[config.mk]
export PLATFORM = sky130hd
export DESIGN_NAME = instr_fetch_ctrl_flat
export DESIGN_NICKNAME = d
export VERILOG_FILES = /design/src/rtl/fetch_pkg.sv /design/src/rtl/instr_fetch_ctrl_if.sv /design/src/rtl/fetch_lat_timer.sv /design/src/rtl/instr_fetch_ctrl.sv /design/src/flat_wrapper.sv
export SDC_FILE = /design/constraint.sdc
export NUM_CORES = 1
export LEC_CHECK = 0
export CORE_AREA = 3 3 153 155
export DETAILED_ROUTE_END_ITERATION = 6
export DIE_AREA = 0 0 156 158
export GPL_ROUTABILITY_DRIVEN = 0
export GPL_TIMING_DRIVEN = 1
export PLACE_DENSITY = 0.56
export SLEW_MARGIN = 20
export SYNTH_ARGS = -nofsm -noshare
export SYNTH_HDL_FRONTEND = slang
export SYNTH_SLANG_ARGS = --single-unit
[constraint.sdc]
create_clock -name clk -period 8.2 [get_ports clk]
set_clock_uncertainty 0.2 [all_clocks]
set_input_delay 0.82 -clock clk [delete_from_list [all_inputs] [get_ports clk]]
set_output_delay 0.82 -clock clk [all_outputs]
set_load 0.03 [all_outputs]
[src/rtl/fetch_pkg.sv]
// Shared types and constants for the instruction fetch controller.
package fetch_pkg;

  typedef enum logic [2:0] {
    IDLE,
    FETCH,
    WAIT,
    HOLD,
    HALT
  } fetch_state_t;

  localparam int FETCH_LAT_MAX = 4;
  localparam int FETCH_CNT_W   = $clog2(FETCH_LAT_MAX);

endpackage

[src/rtl/instr_fetch_ctrl_if.sv]
// Bus bundle between the fetch controller, instruction memory, decode and execute.
interface instr_fetch_ctrl_if;

  logic        imem_req;
  logic [31:0] imem_addr;
  logic [31:0] imem_rdata;
  logic        instr_valid;
  logic [31:0] instr;
  logic [31:0] instr_pc;
  logic        instr_ready;
  logic        redirect_valid;
  logic [31:0] redirect_pc;

  modport master (
    output imem_req, imem_addr, instr_valid, instr, instr_pc,
    input  imem_rdata, instr_ready, redirect_valid, redirect_pc
  );

  modport slave (
    input  imem_req, imem_addr, instr_valid, instr, instr_pc,
    output imem_rdata, instr_ready, redirect_valid, redirect_pc
  );

endinterface

[src/rtl/fetch_lat_timer.sv]
// Load/count/done counter that marks the cycle in which memory read data is valid.
module fetch_lat_timer
  import fetch_pkg::*;
#(
  parameter int unsigned LAT = 1
) (
  input  logic clk,
  input  logic rst,
  input  logic load_i,
  input  logic en_i,
  output logic done_o
);

  logic [FETCH_CNT_W-1:0] cnt_q, cnt_d;

  always_comb begin
    cnt_d = cnt_q;
    if (load_i)    cnt_d = '0;
    else if (en_i) cnt_d = cnt_q + 1'b1;
  end

  always_ff @(posedge clk or posedge rst) begin
    if (rst) cnt_q <= '0;
    else     cnt_q <= cnt_d;
  end

  assign done_o = (cnt_q == FETCH_CNT_W'(LAT - 1));

endmodule

[src/rtl/instr_fetch_ctrl.sv]
// Instruction fetch sequencer: PC ownership, one-at-a-time memory reads, decode handshake.
// Optional build macro FETCH_TRACE_EN prints every accepted instruction.
module instr_fetch_ctrl
  import fetch_pkg::*;
#(
  parameter int unsigned NUM_INSTR   = 3,
  parameter int unsigned MEM_LATENCY = 1,
  parameter logic [31:0] RESET_PC    = 32'd0
) (
  input  logic                clk,
  input  logic                rst,
  input  logic                start,
  instr_fetch_ctrl_if.master  bus,
  output logic                busy,
  output logic                halted
);

  localparam logic [31:0] END_PC = 32'(NUM_INSTR);

  fetch_state_t state_q, state_d;
  logic [31:0]  pc_q, pc_d;
  logic [31:0]  addr_q, addr_d;
  logic [31:0]  instr_q, instr_d;
  logic [31:0]  ipc_q, ipc_d;
  logic [31:0]  pc_inc;
  logic         tmr_load, tmr_en, tmr_done;
  logic         redir_act;

  assign pc_inc    = pc_q + 32'd1;
  assign redir_act = bus.redirect_valid &&
                     (state_q == FETCH || state_q == WAIT || state_q == HOLD);

  fetch_lat_timer #(.LAT(MEM_LATENCY)) u_timer (
    .clk    (clk),
    .rst    (rst),
    .load_i (tmr_load),
    .en_i   (tmr_en),
    .done_o (tmr_done)
  );

  always_comb begin
    state_d  = state_q;
    pc_d     = pc_q;
    addr_d   = addr_q;
    instr_d  = instr_q;
    ipc_d    = ipc_q;
    tmr_load = 1'b0;
    tmr_en   = 1'b0;
    case (state_q)
      IDLE: if (start) state_d = (pc_q >= END_PC) ? HALT : FETCH;
      FETCH: begin
        addr_d   = pc_q;
        tmr_load = 1'b1;
        state_d  = WAIT;
      end
      WAIT: begin
        tmr_en = 1'b1;
        if (tmr_done) begin
          instr_d = bus.imem_rdata;
          ipc_d   = pc_q;
          state_d = HOLD;
        end
      end
      HOLD: if (bus.instr_ready) begin
        pc_d    = pc_inc;
        state_d = (pc_inc < END_PC) ? FETCH : HALT;
      end
      HALT:    state_d = HALT;
      default: state_d = IDLE;
    endcase
    // Redirect wins over sequencing; an in-flight read is dropped uncaptured.
    if (redir_act) begin
      pc_d    = bus.redirect_pc;
      instr_d = instr_q;
      ipc_d   = ipc_q;
      state_d = (bus.redirect_pc >= END_PC) ? HALT : FETCH;
    end
  end

  always_ff @(posedge clk or posedge rst) begin
    if (rst) begin
      state_q <= IDLE;
      pc_q    <= RESET_PC;
      addr_q  <= '0;
      instr_q <= '0;
      ipc_q   <= '0;
    end else begin
      state_q <= state_d;
      pc_q    <= pc_d;
      addr_q  <= addr_d;
      instr_q <= instr_d;
      ipc_q   <= ipc_d;
    end
  end

  assign bus.imem_req    = (state_q == FETCH);
  assign bus.imem_addr   = (state_q == FETCH) ? pc_q : addr_q;
  assign bus.instr_valid = (state_q == HOLD);
  assign bus.instr       = instr_q;
  assign bus.instr_pc    = ipc_q;
  assign busy            = (state_q == FETCH) || (state_q == WAIT) || (state_q == HOLD);
  assign halted          = (state_q == HALT);

`ifdef FETCH_TRACE_EN
  always_ff @(posedge clk) begin
    if (!rst && state_q == HOLD && bus.instr_ready)
      $display("Instruction : %b , PC : %b", instr_q, ipc_q);
  end
`else
`endif

endmodule

[src/flat_wrapper.sv]
// flat-port wrapper written by rule: the top's interface ports become plain ports
module instr_fetch_ctrl_flat import fetch_pkg::*;
#(
  parameter int unsigned NUM_INSTR   = 3,
  parameter int unsigned MEM_LATENCY = 1,
  parameter logic [31:0] RESET_PC    = 32'd0
)
  (clk, rst, start, busy, halted, bus_imem_req, bus_imem_addr, bus_instr_valid, bus_instr, bus_instr_pc, bus_imem_rdata, bus_instr_ready, bus_redirect_valid, bus_redirect_pc);
  instr_fetch_ctrl_if bus_i ();
  input  logic clk;
  input  logic rst;
  input  logic start;
  output logic busy;
  output logic halted;
  output wire logic [$bits(bus_i.imem_req)-1:0] bus_imem_req;
  output wire logic [$bits(bus_i.imem_addr)-1:0] bus_imem_addr;
  output wire logic [$bits(bus_i.instr_valid)-1:0] bus_instr_valid;
  output wire logic [$bits(bus_i.instr)-1:0] bus_instr;
  output wire logic [$bits(bus_i.instr_pc)-1:0] bus_instr_pc;
  input wire logic [$bits(bus_i.imem_rdata)-1:0] bus_imem_rdata;
  input wire logic [$bits(bus_i.instr_ready)-1:0] bus_instr_ready;
  input wire logic [$bits(bus_i.redirect_valid)-1:0] bus_redirect_valid;
  input wire logic [$bits(bus_i.redirect_pc)-1:0] bus_redirect_pc;
  assign bus_imem_req = bus_i.imem_req;
  assign bus_imem_addr = bus_i.imem_addr;
  assign bus_instr_valid = bus_i.instr_valid;
  assign bus_instr = bus_i.instr;
  assign bus_instr_pc = bus_i.instr_pc;
  assign bus_i.imem_rdata = bus_imem_rdata;
  assign bus_i.instr_ready = bus_instr_ready;
  assign bus_i.redirect_valid = bus_redirect_valid;
  assign bus_i.redirect_pc = bus_redirect_pc;
  instr_fetch_ctrl #(.NUM_INSTR(NUM_INSTR), .MEM_LATENCY(MEM_LATENCY), .RESET_PC(RESET_PC)) u_core (.clk(clk), .rst(rst), .start(start), .bus(bus_i), .busy(busy), .halted(halted));
endmodule
# Yosys cells after proc, flatten, opt, wreduce, memory -nomap -nowiden

Cells that the tools add are included.

Register bits: 133
Output and inout bits: 100
Bits of input ports: 69

Bitwise logic cells: 1
Equality and inequality tests: 7
Order comparisons: 3
Reduce and logical (&&, ||, !) cells: 11
Mux-type cells: 16
Add/sub/neg operators: 2

Operators with widths:

| operator                                                                              | number |
|---|---|
| 32-bit 2-to-1 mux                                                                     | 4 |
| 32-bit by 2-bit greater-or-equal comparator with 1-bit output (second input constant) | 2 |
| 32-bit by 1-bit adder with 32-bit output (second input constant)                      | 1 |
| 32-bit by 2-bit less-than comparator with 1-bit output (second input constant)        | 1 |
| 3-bit 2-to-1 mux                                                                      | 7 |
| 3-bit case mux with 5 select lines                                                    | 1 |
| 3-bit by 2-bit == test with 1-bit output (second input constant)                      | 2 |
| 3-bit by 1-bit != test with 1-bit output (second input constant)                      | 2 |
| 3-bit AND reduction                                                                   | 2 |
| 2-bit nonzero test                                                                    | 3 |
| 2-bit 2-to-1 mux                                                                      | 2 |
| 3-bit by 1-bit == test with 1-bit output (second input constant)                      | 1 |
| 3-bit == test (second input constant)                                                 | 1 |
| 3-bit zero test                                                                       | 1 |
| 3-bit by 2-bit != test with 1-bit output (second input constant)                      | 1 |
| 2-bit by 1-bit adder with 2-bit output (second input constant)                        | 1 |
| 2-bit zero test                                                                       | 1 |
| 1-bit logical OR                                                                      | 2 |
| 1-bit 2-to-1 mux                                                                      | 2 |
| 2-bit AND reduction                                                                   | 1 |
| 1-bit logical AND                                                                     | 1 |
| 1-bit NOT                                                                             | 1 |

# Depth between registers and ports, before layout

Gate-level depths: netlist of run 1.

Word-level depth: 6
Gate-level depth with buffers: 9

# Cells and area by module

Synthesis of run 1 repeated with hierarchy kept, for this count alone.

Cell total of the unflattened synthesis: 580
Area total of the unflattened synthesis: 6454.9 um^2

By module, submodules not included:

| module           | area each (um^2) | instances | cells each |
|---|---|---|---|
| instr_fetch_ctrl | 6354.8           | 1         | 570 |
| fetch_lat_timer  | 100.1            | 1         | 10 |

# Worst setup path before layout of run 1

Ideal clock, no wire load.

Kind: flip-flop to output port
Start: reg u_core.state_q[0]
End: out bus_imem_addr[1]
Stages on the path, launching flop included: 6
Required time: 7.180 ns
Path slack: 5.122 ns
Buffers on the path: 2
Data arrival time: 2.058 ns
Path through: dfrtp_1 -> buf_2 -> inv_1 -> nor3_1 -> clkbuf_1 -> mux2_2

Word-level cells in the longest chain between the ends: 2

RTL lines:

| element                                  | line                   | text |
|---|---|---|
| start: declaration                       | instr_fetch_ctrl.sv:20 | `fetch_state_t state_q, state_d;` |
| start signal: assignment                 | instr_fetch_ctrl.sv:88 | `state_q <= state_d;` |
| 3-bit by 1-bit == test with 1-bit output | -                      |  |
| named net bus_imem_req                   | flat_wrapper.sv:15     | `output wire logic [$bits(bus_i.imem_req)-1:0] bus_imem_req;` |
| 32-bit 2-to-1 mux                        | -                      |  |
| end: declaration                         | flat_wrapper.sv:16     | `output wire logic [$bits(bus_i.imem_addr)-1:0] bus_imem_addr;` |

The timed path passes the listed nets, and every way through them passes these cells.

# Worst setup path in the final report of run 1

Start: reg u_core.state_q[0]
End: out bus_imem_addr[5]

Word-level cells in the longest chain between the ends: 2

RTL lines:

| element                                  | line                   | text |
|---|---|---|
| 3-bit by 1-bit == test with 1-bit output | instr_fetch_ctrl.sv:97 | `assign bus.imem_addr = (state_q == FETCH) ? pc_q : addr_q;` |
| 32-bit 2-to-1 mux                        | -                      |  |

Every way passes these cells.

==> results.sh, run 1 <==
export IMPL_synth_top_cell_by_area="dfrtp_1"
export IMPL_rsz0062_at_grt="no"
export IMPL_syn_area_mm2=0.00660
export IMPL_synth_distinct_cells=60
export IMPL_fmax_mhz=233
export IMPL_ctsResizeCount=0
export IMPL_reg2reg_from="u_core.pc_q[0]$_DFFE_PP0P_"
export IMPL_clk_pin_slew_ps=70
export IMPL_cts_tree="built"
export IMPL_grt_overflow=0
export IMPL_crit_chain="inv_1 -> nor3_2 -> buf_4 -> mux2_2 -> clkdlybuf4s50_1"
export IMPL_synth_seq_cells=133
export IMPL_yosysTopAreaCellShare_pct=50.4
export IMPL_die_h_um=158
export IMPL_netlist_top_cells_count="dfrtp_1, mux2_2, nor2_1"
export IMPL_critical_path_slowest_cell="nor3_2"
export IMPL_die_w_um=156
export IMPL_dr_pass1_iters=5
export IMPL_cts_buffer_depth=2
export IMPL_cts_hold_buffers=0
export IMPL_slew_viol_final=0
export IMPL_hold_class="reg -> reg"
export IMPL_drc=0
export IMPL_endpoint_kind="primary output"
export IMPL_hold_path_end="u_core.addr_q[1]$_DFF_PP0_"
export IMPL_core_area_mm2=0.0220
export IMPL_crit_fanout=23
export IMPL_seq_area_frac_synth_pct=50.4
export IMPL_root_buffer="clkbuf_16"
export IMPL_routed_wl_mm=18.6
export IMPL_finalHoldViolCount=0
export IMPL_worst_path_dominant_cell_family="buffers and inverters"
export IMPL_cts_sinks=133
export IMPL_required_ps=7180
export IMPL_avgSynthCellArea_um2=11.2
export IMPL_clk_latency_ps=420
export IMPL_outcome="completed"
export IMPL_area_growth_pct=36.3
export IMPL_drt_iter0_markers=437
export IMPL_cp_start_kind="register"
export IMPL_nNetsFinal=799
export IMPL_multi_input_area_mm2=0.00295
export IMPL_cpPeakStageDelay_ps=690
export IMPL_hpwlAfterDp_mm=13.3
export IMPL_peakVddDrop_v=0.000115
export IMPL_cts_buffers=17
export IMPL_io_buffers=168
export IMPL_antenna_left=0
export IMPL_diodes=0
export IMPL_setup_viol=0
export IMPL_maxCapViolCount=0
export IMPL_power_density_mw_per_mm2=172
export IMPL_worst_pin_slew_ps=1060
export IMPL_grtUsageTotal_pct=15.3
export IMPL_wl_per_cell_um=18.3
export IMPL_rrSetupSlack_ps=5040
export IMPL_vias_per_cell=5.07
export IMPL_synth_area_leaders="dfrtp_1, mux2_2, xnor2_1, nor2_1, xor2_1"
export IMPL_cts_max_level=4
export IMPL_postLayoutCoreUtil_pct=41.0
export IMPL_arrival_ps=3280
export IMPL_cp_buffers_inverters=3
export IMPL_slew_headroom_pct=28.7
export IMPL_ff2ff_path_depth=8
export IMPL_die_area_mm2=0.0246
export IMPL_leakage_uw=0.00384
export IMPL_grt_pass1_vias=5348
export IMPL_hp_start="u_core.addr_q[1]$_DFF_PP0_"
export IMPL_row_count=54
export IMPL_n_fill_cell=2064
export IMPL_synth_edf_count=0
export IMPL_grt_max_degree=78
export IMPL_tns_ps=0
export IMPL_antenna_found_initial=1
export IMPL_layout_drive_gt1_share_pct=20.6
export IMPL_yosysMostFrequentCell="dfrtp_1"
export IMPL_start_util_pct=30.1
export IMPL_synth_net_count=659
export IMPL_io_pins=169
export IMPL_synthFlopType="dfrtp_1"
export IMPL_rr_endpoint="u_core.state_q[2]$_DFFE_PP0P_"
export IMPL_ff_latch_area_mm2=0.00333
export IMPL_criticalPathCategory="reg -> out"
export IMPL_synthArstFlopShare_pct=100
export IMPL_period_needed_ps=4300
export IMPL_fin_crit_sh_pct=52.4
export IMPL_grt_first_pass_wirelength_mm=29.4
export IMPL_holdPathStages=1
export IMPL_syn_inst=587
export IMPL_vias=5170
export IMPL_yosys_warnings=0
export IMPL_postCtsSetupBuffers=0
[report_power, final]
part | internal, uW | leakage, uW | total [uW] | switching, uW
registers | 665 | 0.00181 | 670 | 5.18
logic | 49.0 | 0.00175 | 93.6 | 44.5
clock network | 485 | 0.000277 | 779 | 295
[cells by family after synthesis]
group           share of synthesized area [%]
xor+xnor                                 5.57
fa+ha+maj                               0.569
compound gates                           6.69
simple gates                             14.8
mux                                      16.9
flops                                    50.4
buf+inv                                  5.06
[cells in the final DEF (no fill, tap or decap), types with 2 or more instances in the layout]
cell             count
nor4_1              16
clkdlybuf4s50_1    168
or3_1                2
buf_4                4
inv_6                2
nand2_1             23
nand3_2              2
mux2_2              97
a21oi_1             32
nor2_1              51
and3_1               5
clkinv_2             2
nand3_1             19
o21ai_0              7
inv_1                9
a41oi_1              2
nand4_4              2
ha_1                 3
a31oi_1              7
dfrtp_1            133
bufinv_16            3
o211ai_1             2
o21ai_1              2
a211oi_1             5
clkinvlp_4           5
and4_2               4
mux2i_1              2
xor2_1              19
and4_1               3
nand2b_1             2
a211o_1              2
nor3_1              19
or2_2                2
clkbuf_16           17
nand4_1             13
xnor2_1             23
[registers in the layout, indices dropped and copies added (netlist names)]
register / flops
u_core.addr_q: 32
u_core.bus.instr: 32
u_core.bus.instr_pc: 32
u_core.pc_q: 32
u_core.state_q: 3
u_core.u_timer.cnt_q: 2
[through the flow]
step	hold WS, ps	total power (uW)	cells	worst slack (ps)	area [um^2]
6_report	298	1540	1019	3900	8990
3_3_place_gp	274	775	988	4450	8390
5_1_grt	311	1610	1019	3710	8990
4_1_cts	299	1570	1019	3880	8990
2_1_floorplan	248	716	587	3630	6600
3_5_place_dp	286	777	988	4360	8390
[worst max-delay path by stage]
stage | start | slack, ps | endpoint | depth (start not counted)
detailed placement | u_core.state_q[0]$_DFFE_PP0P_ | 4360 | bus_imem_addr[3] | 5
floorplan | rst | 3630 | u_core.addr_q[0]$_DFF_PP0_ | 1
CTS | u_core.state_q[0]$_DFFE_PP0P_ | 3880 | bus_imem_addr[5] | 5
global route | u_core.state_q[0]$_DFFE_PP0P_ | 3710 | bus_imem_addr[5] | 5
finish | u_core.state_q[0]$_DFFE_PP0P_ | 3900 | bus_imem_addr[5] | 5
global placement | u_core.state_q[0]$_DFFE_PP0P_ | 4450 | bus_imem_addr[29] | 5
[cell type report]
cell class | count | area share [%]
inverters | 10 | 0.473
clock buffers | 19 | 4.93
flip-flops and latches | 133 | 37.0
well taps | 280 | 3.90
multi-input cells | 392 | 32.8
repair buffers | 173 | 19.2
clock inverters | 12 | 1.73
[metal layers]
metal	part of all wire (%)	global-route usage, %	vias to the layer above
met5	0.070	0	-
met4	2.4	5.26	2
met3	8.1	5.99	30
met2	48	25.0	182
met1	42	18.6	2590
li1	-	-	2366
(Power assumes the default switching activity.)
==> run 2, diff against run 1 <==
--- a/config.mk
+++ b/config.mk
@@ -10,7 +10,7 @@
 export DIE_AREA = 0 0 156 158
 export GPL_ROUTABILITY_DRIVEN = 0
 export GPL_TIMING_DRIVEN = 1
-export PLACE_DENSITY = 0.56
+export PLACE_DENSITY = 0.58
 export SLEW_MARGIN = 20
 export SYNTH_ARGS = -nofsm -noshare
 export SYNTH_HDL_FRONTEND = slang
==> constraint.sdc (replaced) <==
create_clock -name clk -period 3.95 [get_ports clk]
set_clock_uncertainty 0.2 [all_clocks]
set_input_delay 0.395 -clock clk [delete_from_list [all_inputs] [get_ports clk]]
set_output_delay 0.395 -clock clk [all_outputs]
set_load 0.03 [all_outputs]
==> run 2 against run 1 <==
  * Worst hold slack got worse by 120 ps
  * Combinational power rose by 110%
  * Largest cell class unchanged
  * Critical path type unchanged
  * Global-route usage fell by 0.12 points
  * First-iteration DRC count fell by 53%
  * Worst setup slack got worse by 3200 ps
  * Total power rose by 110%
  * Count of clock-buffer cells in the layout did not move
  * Register-to-register slack got worse by 4100 ps
  * Highest routed layer unchanged
  * Sequential power rose by 110%
  * Non-clock buffer count rose by 2
  * Die area did not move
  * Critical path depth did not move
==> results.sh, run 2 (same netlist as run 1, synthesis figures left out) <==
export IMPL_outcome="completed"
export IMPL_antenna_left=0
export IMPL_grt_first_pass_wirelength_mm=29.2
export IMPL_area_growth_pct=36.6
export IMPL_arrival_ps=2630
export IMPL_die_w_um=156
export IMPL_layout_drive_gt1_share_pct=20.9
export IMPL_grt_max_degree=111
export IMPL_pwr_share_clk_pct=50.1
export IMPL_dr_pass1_iters=4
export IMPL_crit_fanout=19
export IMPL_cts_sinks=133
export IMPL_cp_start_kind="register"
export IMPL_critical_path_startpoint="u_core.state_q[0]$_DFFE_PP0P_"
export IMPL_grtUsageTotal_pct=15.2
export IMPL_drt_iter0_markers=207
export IMPL_clk_latency_ps=420
export IMPL_slew_headroom_pct=53.7
export IMPL_start_util_pct=30.1
export IMPL_fmax_mhz=310
export IMPL_hold_class="in -> async"
export IMPL_slew_viol_final=0
export IMPL_clk_pin_slew_ps=60
export IMPL_drc=0
export IMPL_endpoint_kind="primary output"
export IMPL_ctsResizeCount=0
export IMPL_diodes=0
export IMPL_hpwlAfterDp_mm=13.0
export IMPL_grt_overflow=0
export IMPL_vias_per_cell=4.96
export IMPL_postLayoutCoreUtil_pct=41.1
export IMPL_root_buffer="clkbuf_16"
export IMPL_power_uw=3180
export IMPL_period_needed_ps=3220
export IMPL_leakage_uw=0.00386
export IMPL_net_switching_power_uw=739
export IMPL_core_area_mm2=0.0220
export IMPL_rsz0062_at_grt="no"
export IMPL_criticalPathCategory="reg -> out"
export IMPL_finalHoldViolCount=0
export IMPL_internal_power_uw=2440
export IMPL_io_buffers=168
export IMPL_reg2reg_from="u_core.pc_q[0]$_DFFE_PP0P_"
export IMPL_worst_pin_slew_ps=689
export IMPL_die_h_um=158
export IMPL_p_comb_share_pct=6.1
export IMPL_row_count=54
export IMPL_pwr_share_seq_pct=43.7
export IMPL_cts_tree="built"
export IMPL_postCtsSetupBuffers=0
export IMPL_setup_viol=0
export IMPL_holdWs_ps=174
export IMPL_final_common_cell="clkdlybuf4s50_1"
export IMPL_swShare_pct=23.3
export IMPL_required_ps=3360
export IMPL_tns_ps=0
export IMPL_cts_hold_buffers=0
export IMPL_cts_max_level=4
export IMPL_wl_per_cell_um=17.8
export IMPL_fin_crit_sh_pct=81.6
export IMPL_maxCapViolCount=0
export IMPL_routed_wl_mm=18.2
export IMPL_nNetsFinal=801
export IMPL_power_density_mw_per_mm2=352
export IMPL_io_pins=169
export IMPL_cts_buffers=17
export IMPL_vias=5067
export IMPL_peakVddDrop_v=0.000252
export IMPL_antenna_found_initial=1
export IMPL_grt_pass1_vias=5251
export IMPL_cts_buffer_depth=2
export IMPL_die_area_mm2=0.0246
export IMPL_final_cell_mix="clkdlybuf4s50_1, dfrtp_1, mux2_2"
run 2: metal layers:
layer	GRT usage, %	vias up	part of all wire, %
met5	0	-	0.071
met4	4.50	2	1.3
met3	5.88	23	8.7
met2	24.1	186	46
met1	19.3	2476	43
li1	-	2380	-
run 2: critical path, cell delays in order (launching register included):
cell             delay, ps
dfrtp_1                470
inv_1                  150
nor3_2                 200
buf_4                  360
mux2_2                 400
clkdlybuf4s50_1        610
run 2: power groups by stage:
stage | Clock (uW) | Sequential [uW] | Combinational (uW)
final | 1590 | 1390 | 195
after global placement | 0 | 1410 | 198
after global routing | 1700 | 1390 | 211
after detailed placement | 0 | 1410 | 199
after floorplan | 0 | 1450 | 39.5
after CTS | 1640 | 1390 | 199
run 2: per-stage QoR:
step / cell area, um^2 / setup WS (ps) / instances
after CTS: 9020 / 670 / 1022
after global placement: 8430 / 1060 / 990
after detailed placement: 8430 / 996 / 990
after floorplan: 6600 / 1300 / 587
after global routing: 9020 / 555 / 1022
final: 9020 / 729 / 1022
run 2: path summary, 6_finish.rpt:
| path | end | slack, ps | depth (start not counted) |
|---|---|---|---|
| max in group asynchronous | u_core.pc_q[26]$_DFFE_PP0P_ | 2380 | 3 |
| worst min-delay path | u_core.bus.instr[19]$_DFFE_PP0P_ | 170 | 2 |
| min in group clk | u_core.addr_q[26]$_DFF_PP0_ | 290 | 1 |
| worst min register to register | u_core.addr_q[26]$_DFF_PP0_ | 290 | 1 |
| worst max register to register | u_core.state_q[2]$_DFFE_PP0P_ | 980 | 8 |
| worst max-delay path | bus_imem_addr[1] | 730 | 5 |
run 2: final cells by class:
cell class                 instances  area, um^2
clock buffer                      19         443
timing repair buffer             175        1760
inverter                          10        41.3
clock inverter                    13         144
multi-input combinational        392        2950
fill                            2137       12900
tap                              280         350
sequential                       133        3330
